$ cat src/rtl/mem_init_pkg.sv
// mem_init_pkg: shared channel state encoding and counter sizing
// for the EMIF initialisation sequencer.
package mem_init_pkg;
  localparam int ST_W = 2;
  localparam int RC_W = 2;
  typedef enum logic [ST_W-1:0] {
    RST_HOLD = 2'd0,
    WAIT_CAL = 2'd1,
    READY    = 2'd2,
    ERROR    = 2'd3
  } emif_init_state_t;
  function automatic int cw(input int n);
    return n > 1 ? $clog2(n) : 1;
  endfunction
endpackage

$ cat src/rtl/emif_ch_init_fsm.sv
// emif_ch_init_fsm: one channel's reset-hold / calibration-wait sequencer.
// The WAIT_CAL timeout counter exists only when EMIF_INIT_TIMEOUT_EN is defined.
module emif_ch_init_fsm
  import mem_init_pkg::*;
#(
  parameter int RESET_HOLD  = 16,
  parameter int CAL_TIMEOUT = 1000000,
  parameter int MAX_RETRY   = 2
) (
  input  logic            clk,
  input  logic            reset,
  input  logic            i_cal_success,
  input  logic            i_cal_fail,
  input  logic            i_sw_reinit,
  output logic            o_rst_req,
  output logic            o_ready,
  output logic            o_error,
  output logic [ST_W-1:0] o_state,
  output logic [RC_W-1:0] o_retry
);
  localparam int HW = cw(RESET_HOLD);
  localparam int RW = cw(MAX_RETRY + 1);
  emif_init_state_t r_state, w_next;
  logic [HW-1:0] r_hcnt;
  logic [RW-1:0] r_retry, w_retry;
  logic r_rst_req, r_ready, r_error;
  logic w_rst_req, w_ready, w_error;
  logic w_to, w_fail, w_can_retry, w_clr;
  // Any state entry, including a reinit that re-enters RST_HOLD, restarts the counters.
  assign w_clr = i_sw_reinit || w_next != r_state;
`ifdef EMIF_INIT_TIMEOUT_EN
  localparam int TW = cw(CAL_TIMEOUT);
  logic [TW-1:0] r_tcnt;
  always_ff @(posedge clk)
    if (reset || w_clr) r_tcnt <= '0;
    else if (r_state == WAIT_CAL) r_tcnt <= r_tcnt + TW'(1);
  assign w_to = r_state == WAIT_CAL && r_tcnt == TW'(CAL_TIMEOUT - 1);
`else
  logic w_unused_to;
  assign w_unused_to = ^CAL_TIMEOUT;
  assign w_to = 1'b0;
`endif
  // Fail beats success; success beats a coincident timeout.
  assign w_fail      = i_cal_fail || (w_to && !i_cal_success);
  assign w_can_retry = r_retry < RW'(MAX_RETRY);
  always_ff @(posedge clk)
    if (reset) begin
      r_state   <= RST_HOLD;
      r_hcnt    <= '0;
      r_retry   <= '0;
      r_rst_req <= 1'b1;
      r_ready   <= 1'b0;
      r_error   <= 1'b0;
    end else begin
      r_state   <= w_next;
      r_hcnt    <= w_clr ? '0 : r_hcnt + HW'(r_state == RST_HOLD);
      r_retry   <= w_retry;
      r_rst_req <= w_rst_req;
      r_ready   <= w_ready;
      r_error   <= w_error;
    end
  always_comb begin
    w_next  = r_state;
    w_retry = r_retry;
    if (i_sw_reinit) begin
      w_next  = RST_HOLD;
      w_retry = '0;
    end else if (r_state == RST_HOLD) begin
      w_next = r_hcnt == HW'(RESET_HOLD - 1) ? WAIT_CAL : RST_HOLD;
    end else if (r_state == WAIT_CAL && w_fail) begin
      w_next  = w_can_retry ? RST_HOLD : ERROR;
      w_retry = w_can_retry ? r_retry + RW'(1) : r_retry;
    end else if (r_state == WAIT_CAL && i_cal_success) begin
      w_next = READY;
    end else if (r_state == READY && !i_cal_success) begin
      w_next  = RST_HOLD;
      w_retry = '0;
    end
  end
  always_comb begin
    w_rst_req = w_next == RST_HOLD;
    w_ready   = w_next == READY;
    w_error   = w_next == ERROR;
  end
  assign o_rst_req = r_rst_req;
  assign o_ready   = r_ready;
  assign o_error   = r_error;
  assign o_state   = r_state;
  assign o_retry   = RC_W'(r_retry);
endmodule

$ cat src/rtl/emif_init_seq.sv
// emif_init_seq: NUM_CH independent EMIF init sequencers plus ready/error reductions.
// Define EMIF_INIT_TIMEOUT_EN to enable the WAIT_CAL timeout.
module emif_init_seq
  import mem_init_pkg::*;
#(
  parameter int NUM_CH      = 4,
  parameter int RESET_HOLD  = 16,
  parameter int CAL_TIMEOUT = 1000000,
  parameter int MAX_RETRY   = 2
) (
  input  logic                   clk,
  input  logic                   reset,
  input  logic [NUM_CH-1:0]      cal_success,
  input  logic [NUM_CH-1:0]      cal_fail,
  input  logic [NUM_CH-1:0]      sw_reinit,
  output logic [NUM_CH-1:0]      emif_rst_req,
  output logic [NUM_CH-1:0]      ch_ready,
  output logic [NUM_CH-1:0]      ch_error,
  output logic [ST_W*NUM_CH-1:0] ch_state,
  output logic [RC_W*NUM_CH-1:0] retry_cnt,
  output logic                   all_ready,
  output logic                   any_error
);
  for (genvar i = 0; i < NUM_CH; i++) begin : g_ch
    emif_ch_init_fsm #(
      .RESET_HOLD (RESET_HOLD),
      .CAL_TIMEOUT(CAL_TIMEOUT),
      .MAX_RETRY  (MAX_RETRY)
    ) u_fsm (
      .clk          (clk),
      .reset        (reset),
      .i_cal_success(cal_success[i]),
      .i_cal_fail   (cal_fail[i]),
      .i_sw_reinit  (sw_reinit[i]),
      .o_rst_req    (emif_rst_req[i]),
      .o_ready      (ch_ready[i]),
      .o_error      (ch_error[i]),
      .o_state      (ch_state[ST_W*i +: ST_W]),
      .o_retry      (retry_cnt[RC_W*i +: RC_W])
    );
  end
  assign all_ready = &ch_ready;
  assign any_error = |ch_error;
endmodule

$ cat config.mk
export PLATFORM = sky130hd
export DESIGN_NAME = emif_init_seq
export DESIGN_NICKNAME = d
export VERILOG_FILES = /design/src/rtl/mem_init_pkg.sv /design/src/rtl/emif_ch_init_fsm.sv /design/src/rtl/emif_init_seq.sv
export SDC_FILE = /design/constraint.sdc
export NUM_CORES = 1
export LEC_CHECK = 0
export ABC_AREA = 1
export CELL_PAD_IN_SITES_DETAIL_PLACEMENT = 1
export CELL_PAD_IN_SITES_GLOBAL_PLACEMENT = 2
export CORE_MARGIN = 2
export CORE_UTILIZATION = 27
export CTS_BUF_LIST = sky130_fd_sc_hd__clkbuf_2
export DETAILED_ROUTE_END_ITERATION = 16
export PLACE_DENSITY_LB_ADDON = 0.1
export SETUP_SLACK_MARGIN = 0.02
export SYNTH_ARGS = -nofsm -noshare
export SYNTH_HDL_FRONTEND = slang
export SYNTH_SLANG_ARGS = --single-unit
$ cat constraint.sdc
create_clock -name clk -period 1.4 [get_ports clk]
set_input_delay 0.21 -clock clk [delete_from_list [all_inputs] [get_ports clk]]
set_output_delay 0.21 -clock clk [all_outputs]
set_load 0.03 [all_outputs]
==> results of run 1 <==
metrics by stage:
step	total power (µW)	hold WS (ps)
after global placement	1430	468.7
after floorplan	1350	375.1
after CTS	2019	458.1
after detailed placement	1432	466.2
after global routing	2096	461.7
final	1976	500.9
state kept, by name (all words and copies together) (netlist names):
signal	count
g_ch.u_fsm.o_retry	8
g_ch.u_fsm.o_error	4
g_ch.u_fsm.r_hcnt	16
g_ch.u_fsm.o_state	8
g_ch.u_fsm.o_rst_req	4
g_ch.u_fsm.o_ready	4
worst max path at each step:
| stage | start | endpoint | cells past startpoint | slack [ps] |
|---|---|---|---|---|
| 2_1_floorplan | g_ch[0].u_fsm.o_state[0]$_SDFF_PP0_ | g_ch[0].u_fsm.r_hcnt[2]$_SDFF_PP0_ | 7 | 5 |
| 3_3_place_gp | g_ch[1].u_fsm.o_error$_SDFF_PP0_ | any_error | 2 | -220 |
| 3_5_place_dp | g_ch[1].u_fsm.o_error$_SDFF_PP0_ | any_error | 2 | -230 |
| 4_1_cts | g_ch[1].u_fsm.o_error$_SDFF_PP0_ | any_error | 2 | -340 |
| 5_1_grt | g_ch[1].u_fsm.o_error$_SDFF_PP0_ | any_error | 2 | -390 |
| 6_report | g_ch[1].u_fsm.o_error$_SDFF_PP0_ | any_error | 2 | -300 |
cell usage in the layout, fill, tap and decap left out, types with 6 or more instances in the layout:
cell / n
nand2_1: 20
dfxtp_2: 15
inv_2: 9
buf_4: 43
dfxtp_1: 19
nand4_1: 11
nor2_1: 30
nand3_2: 19
a21oi_1: 11
nand2_2: 15
dfxtp_4: 10
nor3_2: 11
nand3_1: 9
inv_1: 28
clkbuf_2: 6
buf_6: 10
buf_2: 18
clkdlybuf4s50_1: 13
cell type report:
class,count,area [µm²]
Clock buffer,6,30.03
Clock inverter,2,11.26
Fill cell,951,4501
Inverter,43,178.9
Multi-Input combinational cell,180,1334
Sequential cell,44,937.1
Tap cell,102,127.6
Timing Repair Buffer,87,688.2
power breakdown:
part	internal, µW	switching [µW]
logic	76.0	73.5
clock network	124	445
registers	1250	9.62
total	1450	528
logic make-up after synthesis:
group / synth area share (%)
adders and majority gates: 4.548
buffers and inverters: 11.65
and+or+nand+nor: 33.20
xor gates and xnor gates: 3.184
DFF: 40.02
AOI/OAI and AO/OA: 7.390
layer usage:
| layer | vias to the layer above | share of wire [%] | global-route usage [%] |
|---|---|---|---|
| li1 | 1067 | - | - |
| met1 | 979 | 46 | 17.82 |
| met2 | 34 | 49 | 22.26 |
| met3 | 4 | 3.9 | 3.451 |
| met4 | 0 | 0.87 | 3.986 |
| met5 | - | 0 | 0 |
tightest hold or removal path: cells and delay by family (launching register included):
kind / cells / cell delay [ps]
buffers and inverters: 1 / 70
DFF: 1 / 360
AOI/OAI and AO/OA: 1 / 60
what timing repair did:
action | CTS | global route
hold buffers | 0 | 0
gates resized for setup | 151 | 111
gates cloned | 0 | 0
pin swaps | 4 | 24
endpoints found under the hold margin | 0 | 0
setup endpoints to repair | 37 | 45
buffers inserted | 6 | 7
==> impl_metrics.ini, run 1 <==
[cells_and_area]
drive_gt1_share_pct = 53.87
diodes = 0
finalNonFillerCells = 464
area_delta_synth_final_pct = 50.26
stdcell_area_um2 = 3307
fin_nets = 383
fin_util_pct = 42.36

[global_route]
antenna_found_initial = 0
grt_overflow_total = 0
track_usage_pct = 13.67
grt_pass1_wl_mm = 9.515
grt_start_max_net_pins = 14
grt_pass1_vias = 2025

[die]
die_area_um2 = 8890
num_rows = 32
die_y_um = 94.29
initial_core_util_pct = 28.19
die_x_um = 94.29
core_region_area_um2 = 7807
io_pins = 44

[placed_design]
gp_congestion = 0.7260
post-dp-hpwl_mm = 4.371
dp_slack_ps = -231.9
io_buffers = 43
placed_cell_area_um2 = 2907
placed_cells = 443

[synth]
avgSynthCellArea_um2 = 7.860
netlist_area_um2 = 2201
synth-edff-count = 0
synthCells = 280
synth_top_area_cell = dfxtp_1
synthFlopType = dfxtp_1
synth_commonest_cells = 44 x dfxtp_1, 34 x nand2_1, 33 x nor2_1
yosysSeqAreaShare_pct = 40.02
synthArstFlopShare_pct = 0
synth_most_common_cell = dfxtp_1
synth.distinct_cells = 28
ys_warn_count = 0
synth_area_leaders = dfxtp_1 40%, nand2_1 5.8%, nor2_1 5.6%, nand3_1 5.2%, inv_1 4.9%
synth_fp_nets = 302
synth_top_area_share_pct = 40.02
synth-seq-cells = 44

[cts]
path_clk_slew_ps = 250
h-tree-depth = 2
cts.sinks = 44
clock-root-buffer = clkbuf_2
cts.path.max_buffers = 2
cts_buffers = 5
clkLatencyLatePin_ps = 440
tritoncts = built

[timing]
skew_ps = 28.12
finalSetupViolCount = 1
slew_viol_final = 0
max_freq_mhz = 587.4
hold_violations = 0
rsz0062_at_grt = true
fin_crit_ps = 1702
layout_worst_path_cycle_share_pct = 121.6
tns_ps = -302.5
worst_slack_ps = -302.5
slew_headroom_pct = 81.41
tightest_slew_ps = 277.8

[setup_path]
cpLargestDelayFamily = simple AND/OR/NAND/NOR gates
reg2reg_to = g_ch[3].u_fsm.r_hcnt[2]$_SDFF_PP0_
r2r_start = g_ch[3].u_fsm.o_state[0]$_SDFF_PP0_
arrival_ps = 1490
cpPeakStageDelay_ps = 520
ff2ff_path_depth = 7
crit_path_top_delay_cell = or4_4
crit_type = reg2out
crit_path_cell_trace = or4_4 > buf_6
path_max_fanout = 2
path_buf_inv = 1
reg2reg_slack_ps = 40
critPathRequiredTime_ps = 1190
startpoint_type = register
end_kind = primary output

[route]
drtIter0Drc = 18
drt-pass1-iter-count = 3
routed_via_density = 4.491
ant_nets = 0
vias = 2084
avgRoutedWirePerCell_um = 12.82
drc = 0
finalWirelength_mm = 5.948

[flow_run]
drv_cap = 0

[status]
violations = setup timing
status = finished with violations

[min_path]
holdPathStages = 2
min-delay-start = g_ch[0].u_fsm.o_retry[0]$_SDFFE_PP0P_
hold_path_end = g_ch[0].u_fsm.o_retry[0]$_SDFFE_PP0P_
hold_class = reg2reg

[power]
vdd_drop_max_v = 0.0002523
power.leakage_uw = 0.001377
p_per_area_nw_per_um2 = 597.6
(Power assumes the default switching activity.)
==> run 2, diff against run 1 <==
--- a/config.mk
+++ b/config.mk
@@ -12,6 +12,7 @@
 export CORE_UTILIZATION = 27
 export CTS_BUF_LIST = sky130_fd_sc_hd__clkbuf_2
 export DETAILED_ROUTE_END_ITERATION = 16
+export GPL_TIMING_DRIVEN = 0
 export PLACE_DENSITY_LB_ADDON = 0.1
 export SETUP_SLACK_MARGIN = 0.02
 export SYNTH_ARGS = -nofsm -noshare
==> impl_metrics.ini, run 2 (same netlist as run 1, synthesis figures left out) <==
[die]
num_rows = 32
initial_core_util_pct = 28.19
die_y_um = 94.29
die_x_um = 94.29
die_area_um2 = 8890
io_pins = 44
core_region_area_um2 = 7807

[cells_and_area]
finalNonFillerCells = 449
stdcell_area_um2 = 3201
drive_gt1_share_pct = 53.31
final_common_cell = nor2_1
fin_util_pct = 40.99
final_cell_mix = 32 x nor2_1, 29 x buf_4, 28 x inv_1, 25 x buf_2, 21 x nand2_1
largest_register = g_ch.u_fsm.r_hcnt
fin_nets = 369
diodes = 0
area_delta_synth_final_pct = 45.42
largest_register_ffs = 16

[min_path]
hold_class = reg2reg

[power]
power.leakage_uw = 0.001292
total_power_uw = 1908
vdd_drop_max_v = 0.0002190
p_per_area_nw_per_um2 = 596.3

[setup_path]
end_kind = primary output
cpPeakStageDelay_ps = 530
startpoint_type = register
path_max_fanout = 2
crit_type = reg2out
critPathRequiredTime_ps = 1190
crit_path_top_delay_cell = or4_4
crit_path_cell_trace = or4_4 > buf_6
arrival_ps = 1450

[timing]
skew_ps = 9.609
finalSetupViolCount = 1
layout_worst_path_cycle_share_pct = 118.8
max_freq_mhz = 601.3
slew_viol_final = 0
hold_violations = 0
rsz0062_at_grt = true
slew_headroom_pct = 77.17
fin_crit_ps = 1663
worst_slack_ps = -263.1
tightest_slew_ps = 341.3

[cts]
clock-root-buffer = clkbuf_2
tritoncts = built
clkLatencyLatePin_ps = 410
cts.path.max_buffers = 2
cts_buffers = 5
cts.sinks = 44
ctsHoldBuffers = 0
path_clk_slew_ps = 220
h-tree-depth = 2

[placed_design]
gp_congestion = 0.7500
dp_slack_ps = -253.3
placed_cell_area_um2 = 2771
post-dp-hpwl_mm = 4.027
io_buffers = 43
placed_cells = 425

[route]
avgRoutedWirePerCell_um = 12.78
ant_nets = 0
drt-pass1-iter-count = 4
drtIter0Drc = 21
vias = 2056
drc = 0
routed_via_density = 4.579
finalWirelength_mm = 5.740

[global_route]
track_usage_pct = 12.79
grt_pass1_wl_mm = 9.025
antenna_found_initial = 0
grt_start_max_net_pins = 13
grt_pass1_vias = 1961
grt_overflow_total = 0

[flow_run]
drv_cap = 0

[status]
status = finished with violations
violations = setup timing
## run 2: cell count changes in the layout (fill, tap and decap cells not counted), moves of 5 or more
cell,before,now
buf_6,10,2
buf_4,43,29
buf_2,18,25
nand3_2,19,14
## run 2: through the flow
| step | hold slack (ps) | setup TNS, ps |
|---|---|---|
| floorplan | 375.1 | 0 |
| global placement | 467.5 | -3786 |
| detailed placement | 473.8 | -3668 |
| CTS | 486.7 | -306.5 |
| global route | 485.8 | -548.4 |
| finish | 450.8 | -263.1 |
## run 2: report_power, final
part	internal, µW	switching [µW]	leakage, µW	total [µW]
Sequential	1250	8.99	0.000373	1260
Combinational	63.6	73.9	0.000894	138
Clock	103	412	0.0000239	515
Total	1410	495	0.00129	1910
## run 2: area by class of cell
| class | instances | area [µm²] |
|---|---|---|
| fillers | 942 | 4607 |
| flip-flops and latches | 44 | 942.2 |
| well taps | 102 | 127.6 |
| clock buffers | 5 | 25.02 |
| inverters | 43 | 191.4 |
| repair buffers | 60 | 444.2 |
| clock inverters | 2 | 7.507 |
| plain buffers | 13 | 95.09 |
| multi-input cells | 180 | 1368 |
## run 2: worst max-delay path, delay by kind of cell (launching register included)
kind          cells  cell delay, ps
buf+inv           1             150
flops             1             360
simple gates      1             530
## run 2: worst paths after layout
kind | from | endpoint | slack (ps) | cells after the start
setup / recovery | g_ch[2].u_fsm.o_error$_SDFF_PP0_ | any_error | -260 | 2
hold / removal | g_ch[3].u_fsm.o_retry[0]$_SDFFE_PP0P_ | g_ch[3].u_fsm.o_retry[0]$_SDFFE_PP0P_ | 450 | 1
setup reg to reg | g_ch[1].u_fsm.o_state[1]$_SDFF_PP0_ | g_ch[1].u_fsm.r_hcnt[3]$_SDFF_PP0_ | 70 | 8
hold reg to reg | g_ch[3].u_fsm.o_retry[0]$_SDFFE_PP0P_ | g_ch[3].u_fsm.o_retry[0]$_SDFFE_PP0P_ | 450 | 1
## run 2: layer usage
metal	global-route usage [%]	vias up	wire length [µm]
met5	0	-	0
met4	4.710	0	79
met3	2.488	7	226
met2	20.36	32	2771
li1	-	1040	-
met1	17.10	977	2663
## run 2: timing repair
action	CTS	global route
buffers inserted	3	14
resized for setup	146	111
pin swaps	2	37
setup endpoints to repair	35	35
